===== config.mk =====
export PLATFORM = sky130hd
export DESIGN_NAME = multicycle_control_fsm_flat
export DESIGN_NICKNAME = d
export VERILOG_FILES = /design/src/rtl/multicycle_control_fsm_if.sv /design/src/rtl/multicycle_control_fsm.sv /design/src/flat_wrapper.sv
export SDC_FILE = /design/constraint.sdc
export NUM_CORES = 1
export LEC_CHECK = 0
export CAP_MARGIN = 20
export CORE_ASPECT_RATIO = 1.1
export CORE_UTILIZATION = 35
export CTS_CLUSTER_SIZE = 25
export DETAILED_ROUTE_END_ITERATION = 8
export HOLD_SLACK_MARGIN = 0.08
export PLACE_DENSITY = 0.77
export SETUP_SLACK_MARGIN = 0.4
export SKIP_LAST_GASP = 1
export SLEW_MARGIN = 5
export SYNTH_ARGS = -nofsm -noshare
export SYNTH_HDL_FRONTEND = slang
export SYNTH_SLANG_ARGS = --single-unit

===== constraint.sdc =====
create_clock -name clk -period 1.3 [get_ports clk]
set_input_delay 0.26 -clock clk [delete_from_list [all_inputs] [get_ports clk]]
set_output_delay 0.26 -clock clk [all_outputs]
set_load 0.02 [all_outputs]

===== src/rtl/multicycle_control_fsm_if.sv =====
// Control bundle between the multicycle controller and its datapath:
// instruction/handshake inputs to the controller and the strobes and selects it drives.
interface multicycle_control_fsm_if;
    logic [5:0] opcode;
    logic       mem_ready;
    logic       PCWrite;
    logic       IRWrite;
    logic       RegWrite;
    logic       MemWrite;
    logic       Branch;
    logic       IorD;
    logic       RegDst;
    logic       MemToReg;
    logic       Jal;
    logic       ALUSrcA;
    logic [1:0] ALUSrcB;
    logic [1:0] PCSrc;
    logic [1:0] ALUOp;
    logic [3:0] state;
    logic       halted;
    logic       instr_done;

    modport master (
        input  opcode, mem_ready,
        output PCWrite, IRWrite, RegWrite, MemWrite, Branch, IorD, RegDst,
               MemToReg, Jal, ALUSrcA, ALUSrcB, PCSrc, ALUOp, state, halted,
               instr_done
    );

    modport slave (
        output opcode, mem_ready,
        input  PCWrite, IRWrite, RegWrite, MemWrite, Branch, IorD, RegDst,
               MemToReg, Jal, ALUSrcA, ALUSrcB, PCSrc, ALUOp, state, halted,
               instr_done
    );
endinterface


===== src/rtl/multicycle_control_fsm.sv =====
// Multicycle MIPS-style control FSM: Moore decode of the state register, with
// FETCH/MEMWR strobes gated by mem_ready and every output forced low during reset.
module multicycle_control_fsm #(
    parameter bit ILLEGAL_HALT = 1'b1
) (
    input  logic                    clk,
    input  logic                    reset,
    multicycle_control_fsm_if.master bus
);

    typedef enum logic [3:0] {
        S_FETCH  = 4'd0,
        S_DECODE = 4'd1,
        S_MEMADR = 4'd2,
        S_MEMRD  = 4'd3,
        S_MEMWB  = 4'd4,
        S_MEMWR  = 4'd5,
        S_EXEC   = 4'd6,
        S_ALUWB  = 4'd7,
        S_BRANCH = 4'd8,
        S_ADDIEX = 4'd9,
        S_ADDIWB = 4'd10,
        S_JAL    = 4'd11,
        S_JR     = 4'd12,
        S_HALT   = 4'd13
    } state_t;

    localparam logic [5:0] OP_RTYPE = 6'b000000;
    localparam logic [5:0] OP_PBYTE = 6'b011111;
    localparam logic [5:0] OP_LW    = 6'b100011;
    localparam logic [5:0] OP_SW    = 6'b101011;
    localparam logic [5:0] OP_BEQ   = 6'b000100;
    localparam logic [5:0] OP_ADDI  = 6'b001000;
    localparam logic [5:0] OP_JAL   = 6'b000011;
    localparam logic [5:0] OP_JR    = 6'b000111;

    state_t     state_r;
    state_t     next_state_s;

    logic       pc_write_s;
    logic       ir_write_s;
    logic       reg_write_s;
    logic       mem_write_s;
    logic       branch_s;
    logic       iord_s;
    logic       reg_dst_s;
    logic       mem_to_reg_s;
    logic       jal_s;
    logic       alu_src_a_s;
    logic [1:0] alu_src_b_s;
    logic [1:0] pc_src_s;
    logic [1:0] alu_op_s;
    logic [3:0] state_s;
    logic       halted_s;
    logic       instr_done_s;

    function automatic state_t decode_next(input logic [5:0] op, input bit halt_on_illegal);
        case (op)
            OP_RTYPE, OP_PBYTE: decode_next = S_EXEC;
            OP_LW, OP_SW:       decode_next = S_MEMADR;
            OP_BEQ:             decode_next = S_BRANCH;
            OP_ADDI:            decode_next = S_ADDIEX;
            OP_JAL:             decode_next = S_JAL;
            OP_JR:              decode_next = S_JR;
            default:            decode_next = halt_on_illegal ? S_HALT : S_FETCH;
        endcase
    endfunction

    // State register with synchronous active-low reset.
    always_ff @(posedge clk) begin
        if (!reset) begin
            state_r <= S_FETCH;
        end else begin
            state_r <= next_state_s;
        end
    end

    // Next-state selection; memory states hold until mem_ready.
    always_comb begin
        next_state_s = S_FETCH;
        case (state_r)
            S_FETCH:  next_state_s = bus.mem_ready ? S_DECODE : S_FETCH;
            S_DECODE: next_state_s = decode_next(bus.opcode, ILLEGAL_HALT);
            S_MEMADR: next_state_s = (bus.opcode == OP_LW) ? S_MEMRD : S_MEMWR;
            S_MEMRD:  next_state_s = bus.mem_ready ? S_MEMWB : S_MEMRD;
            S_MEMWR:  next_state_s = bus.mem_ready ? S_FETCH : S_MEMWR;
            S_EXEC:   next_state_s = S_ALUWB;
            S_ADDIEX: next_state_s = S_ADDIWB;
            S_HALT:   next_state_s = S_HALT;
            S_MEMWB, S_ALUWB, S_BRANCH, S_ADDIWB, S_JAL, S_JR:
                      next_state_s = S_FETCH;
            default:  next_state_s = S_FETCH;
        endcase
    end

    // Output decode from state; everything is held low while reset is asserted.
    always_comb begin
        pc_write_s   = 1'b0;
        ir_write_s   = 1'b0;
        reg_write_s  = 1'b0;
        mem_write_s  = 1'b0;
        branch_s     = 1'b0;
        iord_s       = 1'b0;
        reg_dst_s    = 1'b0;
        mem_to_reg_s = 1'b0;
        jal_s        = 1'b0;
        alu_src_a_s  = 1'b0;
        alu_src_b_s  = 2'b00;
        pc_src_s     = 2'b00;
        alu_op_s     = 2'b00;
        state_s      = 4'd0;
        halted_s     = 1'b0;
        instr_done_s = 1'b0;
        if (!reset) begin
            state_s = 4'd0;
        end else begin
            state_s = state_r;
            case (state_r)
                S_FETCH: begin
                    alu_src_b_s = 2'b01;
                    ir_write_s  = bus.mem_ready;
                    pc_write_s  = bus.mem_ready;
                end
                S_DECODE: begin
                    alu_src_b_s = 2'b11;
                end
                S_MEMADR, S_ADDIEX: begin
                    alu_src_a_s = 1'b1;
                    alu_src_b_s = 2'b10;
                end
                S_MEMRD: begin
                    iord_s = 1'b1;
                end
                S_MEMWB: begin
                    mem_to_reg_s = 1'b1;
                    reg_write_s  = 1'b1;
                    instr_done_s = 1'b1;
                end
                S_MEMWR: begin
                    iord_s       = 1'b1;
                    mem_write_s  = bus.mem_ready;
                    instr_done_s = bus.mem_ready;
                end
                S_EXEC: begin
                    alu_src_a_s = 1'b1;
                    alu_op_s    = (bus.opcode == OP_PBYTE) ? 2'b11 : 2'b10;
                end
                S_ALUWB: begin
                    reg_dst_s    = 1'b1;
                    reg_write_s  = 1'b1;
                    instr_done_s = 1'b1;
                end
                S_BRANCH: begin
                    alu_src_a_s  = 1'b1;
                    alu_op_s     = 2'b01;
                    pc_src_s     = 2'b01;
                    branch_s     = 1'b1;
                    instr_done_s = 1'b1;
                end
                S_ADDIWB: begin
                    reg_write_s  = 1'b1;
                    instr_done_s = 1'b1;
                end
                S_JAL: begin
                    // PC already holds PC+4 here, so it is the link value.
                    jal_s        = 1'b1;
                    reg_write_s  = 1'b1;
                    pc_src_s     = 2'b10;
                    pc_write_s   = 1'b1;
                    instr_done_s = 1'b1;
                end
                S_JR: begin
                    pc_src_s     = 2'b11;
                    pc_write_s   = 1'b1;
                    instr_done_s = 1'b1;
                end
                S_HALT: begin
                    halted_s = 1'b1;
                end
                default: begin
                    halted_s = 1'b0;
                end
            endcase
        end
    end

    assign bus.PCWrite    = pc_write_s;
    assign bus.IRWrite    = ir_write_s;
    assign bus.RegWrite   = reg_write_s;
    assign bus.MemWrite   = mem_write_s;
    assign bus.Branch     = branch_s;
    assign bus.IorD       = iord_s;
    assign bus.RegDst     = reg_dst_s;
    assign bus.MemToReg   = mem_to_reg_s;
    assign bus.Jal        = jal_s;
    assign bus.ALUSrcA    = alu_src_a_s;
    assign bus.ALUSrcB    = alu_src_b_s;
    assign bus.PCSrc      = pc_src_s;
    assign bus.ALUOp      = alu_op_s;
    assign bus.state      = state_s;
    assign bus.halted     = halted_s;
    assign bus.instr_done = instr_done_s;

endmodule


===== src/flat_wrapper.sv =====
// flat-port wrapper written by rule: the top's interface ports become plain ports
module multicycle_control_fsm_flat 
#(
    parameter bit ILLEGAL_HALT = 1'b1
)
  (clk, reset, bus_opcode, bus_mem_ready, bus_PCWrite, bus_IRWrite, bus_RegWrite, bus_MemWrite, bus_Branch, bus_IorD, bus_RegDst, bus_MemToReg, bus_Jal, bus_ALUSrcA, bus_ALUSrcB, bus_PCSrc, bus_ALUOp, bus_state, bus_halted, bus_instr_done);
  multicycle_control_fsm_if bus_i ();
  input  logic clk;
  input  logic reset;
  input wire logic [$bits(bus_i.opcode)-1:0] bus_opcode;
  input wire logic [$bits(bus_i.mem_ready)-1:0] bus_mem_ready;
  output wire logic [$bits(bus_i.PCWrite)-1:0] bus_PCWrite;
  output wire logic [$bits(bus_i.IRWrite)-1:0] bus_IRWrite;
  output wire logic [$bits(bus_i.RegWrite)-1:0] bus_RegWrite;
  output wire logic [$bits(bus_i.MemWrite)-1:0] bus_MemWrite;
  output wire logic [$bits(bus_i.Branch)-1:0] bus_Branch;
  output wire logic [$bits(bus_i.IorD)-1:0] bus_IorD;
  output wire logic [$bits(bus_i.RegDst)-1:0] bus_RegDst;
  output wire logic [$bits(bus_i.MemToReg)-1:0] bus_MemToReg;
  output wire logic [$bits(bus_i.Jal)-1:0] bus_Jal;
  output wire logic [$bits(bus_i.ALUSrcA)-1:0] bus_ALUSrcA;
  output wire logic [$bits(bus_i.ALUSrcB)-1:0] bus_ALUSrcB;
  output wire logic [$bits(bus_i.PCSrc)-1:0] bus_PCSrc;
  output wire logic [$bits(bus_i.ALUOp)-1:0] bus_ALUOp;
  output wire logic [$bits(bus_i.state)-1:0] bus_state;
  output wire logic [$bits(bus_i.halted)-1:0] bus_halted;
  output wire logic [$bits(bus_i.instr_done)-1:0] bus_instr_done;
  assign bus_i.opcode = bus_opcode;
  assign bus_i.mem_ready = bus_mem_ready;
  assign bus_PCWrite = bus_i.PCWrite;
  assign bus_IRWrite = bus_i.IRWrite;
  assign bus_RegWrite = bus_i.RegWrite;
  assign bus_MemWrite = bus_i.MemWrite;
  assign bus_Branch = bus_i.Branch;
  assign bus_IorD = bus_i.IorD;
  assign bus_RegDst = bus_i.RegDst;
  assign bus_MemToReg = bus_i.MemToReg;
  assign bus_Jal = bus_i.Jal;
  assign bus_ALUSrcA = bus_i.ALUSrcA;
  assign bus_ALUSrcB = bus_i.ALUSrcB;
  assign bus_PCSrc = bus_i.PCSrc;
  assign bus_ALUOp = bus_i.ALUOp;
  assign bus_state = bus_i.state;
  assign bus_halted = bus_i.halted;
  assign bus_instr_done = bus_i.instr_done;
  multicycle_control_fsm #(.ILLEGAL_HALT(ILLEGAL_HALT)) u_core (.clk(clk), .reset(reset), .bus(bus_i));
endmodule

==> results of run 1 <==
==> synth_stat cells, drive strengths merged, types with 3 or more instances <==
cell type / n
nor2: 18
nand2: 11
nor3: 8
a21oi: 6
nand2b: 6
o21ai: 6
buf: 5
dfxtp: 4
inv: 4
nand3: 4
and2: 3
and2b: 3
nor2b: 3
nor3b: 3
==> timing repair <==
| item | in CTS |
|---|---|
| pin swaps | 13 |
| gates cloned | 0 |
| resized for setup | 163 |
| hold buffers | 0 |
| endpoints found under the setup margin | 26 |
| buffers inserted | 16 |
==> kinds of logic after synthesis <==
group           after synthesis
buf+inv                      11
xor+xnor                      2
mux                           3
flops                         4
simple gates                 63
compound gates               25
==> per-stage QoR <==
stage / hold WS [ns] / setup TNS [ns] / cells
floorplan: 0.393 / -0.141 / 108
global placement: 0.611 / -18.62 / 194
detailed placement: 0.620 / -19.40 / 194
CTS: 0.468 / -5.65 / 213
==> results.yml, run 1 <==
placement:
  portBuffers: 30
  dp_hpwl_um: 2160
  place.gp.congestion: 0.834
  dpl_cell_area_sq_mm: 0.00148
  place_ws_ns: -0.909
yosys:
  synth_top_family_by_area: "simple AND/OR/NAND/NOR gates"
  synth_compound_area_frac: 0.240
  yosys.area.top_type: "dfxtp_1"
  synth_edf_count: 0
  synthCells: 108
  synth_xor_area_frac: 0.0253
  synth_cell_type_count: 38
  synthSimpleGateAreaFrac: 0.480
  synth-adder-area-share: 0
  synth.ff_latch_count: 4
  muxShareOfSynthArea: 0.0469
  yosysWarningCount: 0
  yosysSeqAreaShare: 0.116
  yosysTopAreaCellShare: 0.116
  synthArstFlopShare: 0
  synthTopCellsByArea: "dfxtp_1 12%, nor2_1 9.7%, nand2_1 6.0%, nand2b_1 5.4%, nor3_1 5.1%"
  synthFlopType: "dfxtp_1"
  synth_fp_nets: 117
  syn_area_sq_um: 693
  avgSynthCellArea_sq_um: 6.42
clock_network:
  cts_buffers: 3
  clkSinkCount: 4
  cts-htree-levels: 1
  cts_root_buf: "clkbuf_4"
  clockBufferDepth: 2
status:
  status: "did not finish"
  stop_stage: "global routing"
  tool.error: "[ERROR DPL-0038] Utilization greater than 100%, impossible to legalize"
floorplan:
  start_util: 0.380
  num_rows: 16
  die_y_um: 48.7
  ios: 31
  die_w_um: 44.4
timing:
  worstEpCategory: "primary output"
  grt-worst-endpoint: "bus_ALUSrcB[1]"
global_routing:
  grt_max_degree: 12
==> run 2: changes to the inputs <==
- CORE_AREA: unset -> 2 2 63 65
- CORE_ASPECT_RATIO: 1.1 -> unset
- CORE_UTILIZATION: 35 -> unset
- CTS_CLUSTER_SIZE: 25 -> unset
- DIE_AREA: unset -> 0 0 65 67
- HOLD_SLACK_MARGIN: 0.08 -> unset
- PLACE_DENSITY: 0.77 -> unset
- PLACE_DENSITY_LB_ADDON: unset -> 0.15
- SETUP_SLACK_MARGIN: 0.4 -> unset
- clock period: 1.3 -> 1.69 ns (I/O delays scaled with it)
==> run 2 against run 1 <==
  * The flow now finishes without violations
  * Synthesized cell count is the same
  * Area after synthesis is the same
==> results.yml, run 2 <==
final_layout:
  fillerInstances: 385
  largest_reg_flops: 4
  final_common_cell: "buf_4"
  synthToLayoutAreaGrowth_pct: 105
  layout.nets: 187
  n_antenna_cell: 0
  post-route-util: 0.394
  regMostFlops: "u_core.state_r"
  final_area_sq_mm: 0.00142
  layout_common_cells: "38 x buf_4, 17 x nor2_1, 11 x buf_2"
  drive_gt1_frac: 0.523
  top_regs: "u_core.state_r: 4 flops"
yosys:
  synthArstFlopShare: 0
  synth_fp_nets: 117
  synth_most_common_cell: "nor2_1"
  synth_cell_type_count: 38
  syn_area_sq_um: 693
  synthCells: 108
  yosysSeqAreaShare: 0.116
  synth.ff_latch_count: 4
  yosys.area.top_type: "dfxtp_1"
  synth_edf_count: 0
  avgSynthCellArea_sq_um: 6.42
  yosysWarningCount: 0
  synthTopCellsByCount: "18 x nor2_1, 11 x nand2_1, 7 x nor3_1"
  synthFlopType: "dfxtp_1"
  synthTopCellsByArea: "dfxtp_1 12%, nor2_1 9.7%, nand2_1 6.0%, nand2b_1 5.4%, nor3_1 5.1%"
  yosysTopAreaCellShare: 0.116
clock_network:
  cts_root_buf: "clkbuf_8"
  cts-htree-levels: 1
  clockBufferDepth: 2
  path_clk_slew_ns: 0.03
  cts-hold-fix-buffers: 0
  cts_tree: "done"
  clk_latency_ns: 0.21
  cts_buffers: 3
  clkSinkCount: 4
timing:
  finalCriticalPeriod_ns: 1.64
  slew_violations: 0
  slew_headroom: 0.820
  hold_violations: 0
  skew_ns: 0.00292
  rsz0062_at_grt: "true"
  final_min_period_over_clock_period: 0.971
  fin_ws_ns: 0.0488
  worstMarginPinSlew_ns: 0.269
  setup_viol: 0
  fmax_mhz: 609
  whs_ns: 0.640
detailed_routing:
  wl_per_cell_um: 11.1
  vias_per_cell: 4.54
  routed_wl_um: 2480
  drt_first_pass_iters: 4
  drtIter0Drc: 27
  drc: 0
  vias: 1018
  antenna_left: 0
global_routing:
  grt_max_degree: 10
  gr-total-overflow: 0
  antenna_found_initial: 0
  track_usage: 0.113
  grt_pass1_vias: 935
  grt_pass1_wl_um: 3990
placement:
  portBuffers: 30
  place.gp.congestion: 0.784
  dp_hpwl_um: 1980
  place_ws_ns: -0.716
  dpl_cell_area_sq_mm: 0.00129
worst_setup_path:
  path_class: "reg2out"
  endpoint_kind: "output port"
  cp.arrival_ns: 1.30
  reg2reg_depth: 7
  critPathLaunchType: "flop"
  critical_path.max_fanout: 5
  crit_required_ns: 1.35
power_and_ir_drop:
  power_frac_clock: 0.204
  power_density_mw_per_mm2: 663
  power.leakage_nw: 0.677
  p_seq_frac: 0.161
  p_switching_w: 0.000368
  switching_share: 0.391
  vdd_drop_max_uv: 222
  internal_power_w: 0.000574
  comb_power_share: 0.635
worst_hold_path:
  whs_path_depth: 2
  hold_path.class: "reg2reg"
floorplan:
  die_y_um: 67
  start_util: 0.192
  ios: 31
  die_w_um: 65
  fp.coreArea_sq_mm: 0.00361
  dieArea_sq_mm: 0.00436
  num_rows: 22
flow_run:
  cap_violations: 0
status:
  status: "complete, no violations"
[run 2: cell counts after synthesis]
No cell type changed its count.
[run 2: cell families after synthesis]
logic type	share of synthesized area
xor gates and xnor gates	0.0253
and+or+nand+nor	0.480
muxes	0.0469
DFF	0.116
buffers and inverters	0.0920
AOI/OAI and AO/OA	0.240
[run 2: area by class of cell]
type	count	area, sq um	share of cell area
Sequential cell	4	95.1	0.0670
Inverter	4	15.0	0.0106
Multi-Input combinational cell	93	634	0.447
Timing Repair Buffer	72	574	0.404
Clock buffer	3	41.3	0.0291
Tap cell	48	60.1	0.0423
[run 2: final timing paths]
kind	from	to	slack, ns
max	u_core.state_r[2]	bus_ALUSrcA	0.05
min	u_core.state_r[1]	u_core.state_r[2]	0.64
max reg2reg	u_core.state_r[2]	u_core.state_r[0]	0.24
min reg2reg	u_core.state_r[1]	u_core.state_r[2]	0.64
[run 2: power groups by stage]
stage	logic [W]	registers, W	clock network, W
3_5_place_dp	0.000555	0.000150	0
4_1_cts	0.000580	0.000151	0.000199
6_report	0.000598	0.000152	0.000192
2_1_floorplan	0.000321	0.000125	0
5_1_grt	0.000648	0.000156	0.000205
3_3_place_gp	0.000554	0.000152	0
[run 2: layer usage]
layer / GRT usage / wire length [um] / vias to the layer above
met5: 0 / 0 / -
met4: 0.0160 / 0 / 0
met3: 0.00676 / 99 / 0
met2: 0.228 / 1350 / 21
met1: 0.131 / 1030 / 472
li1: - / - / 525
[run 2: stage by stage]
step / total power (W) / TNS, ns / cells
finish: 0.000942 / 0 / 224
global placement: 0.000706 / -12.47 / 216
CTS: 0.000930 / -0.0692 / 222
detailed placement: 0.000706 / -13.66 / 216
floorplan: 0.000446 / 0 / 108
global route: 0.00101 / -0.0480 / 224
[run 2: what timing repair did]
action | in CTS | in global routing
gates resized for setup | 106 | 17
buffers inserted | 4 | 3
pin swaps | 7 | 8
setup endpoints to repair | 25 | 17
[run 2: critical path, cell delays in order, from the launching register on]
cell and delay (ns):
dfxtp_4 0.35, buf_6 0.12, nand2b_4 0.14, o22a_1 0.20, nor2_1 0.10, buf_2 0.17
(Power assumes the default switching activity.)
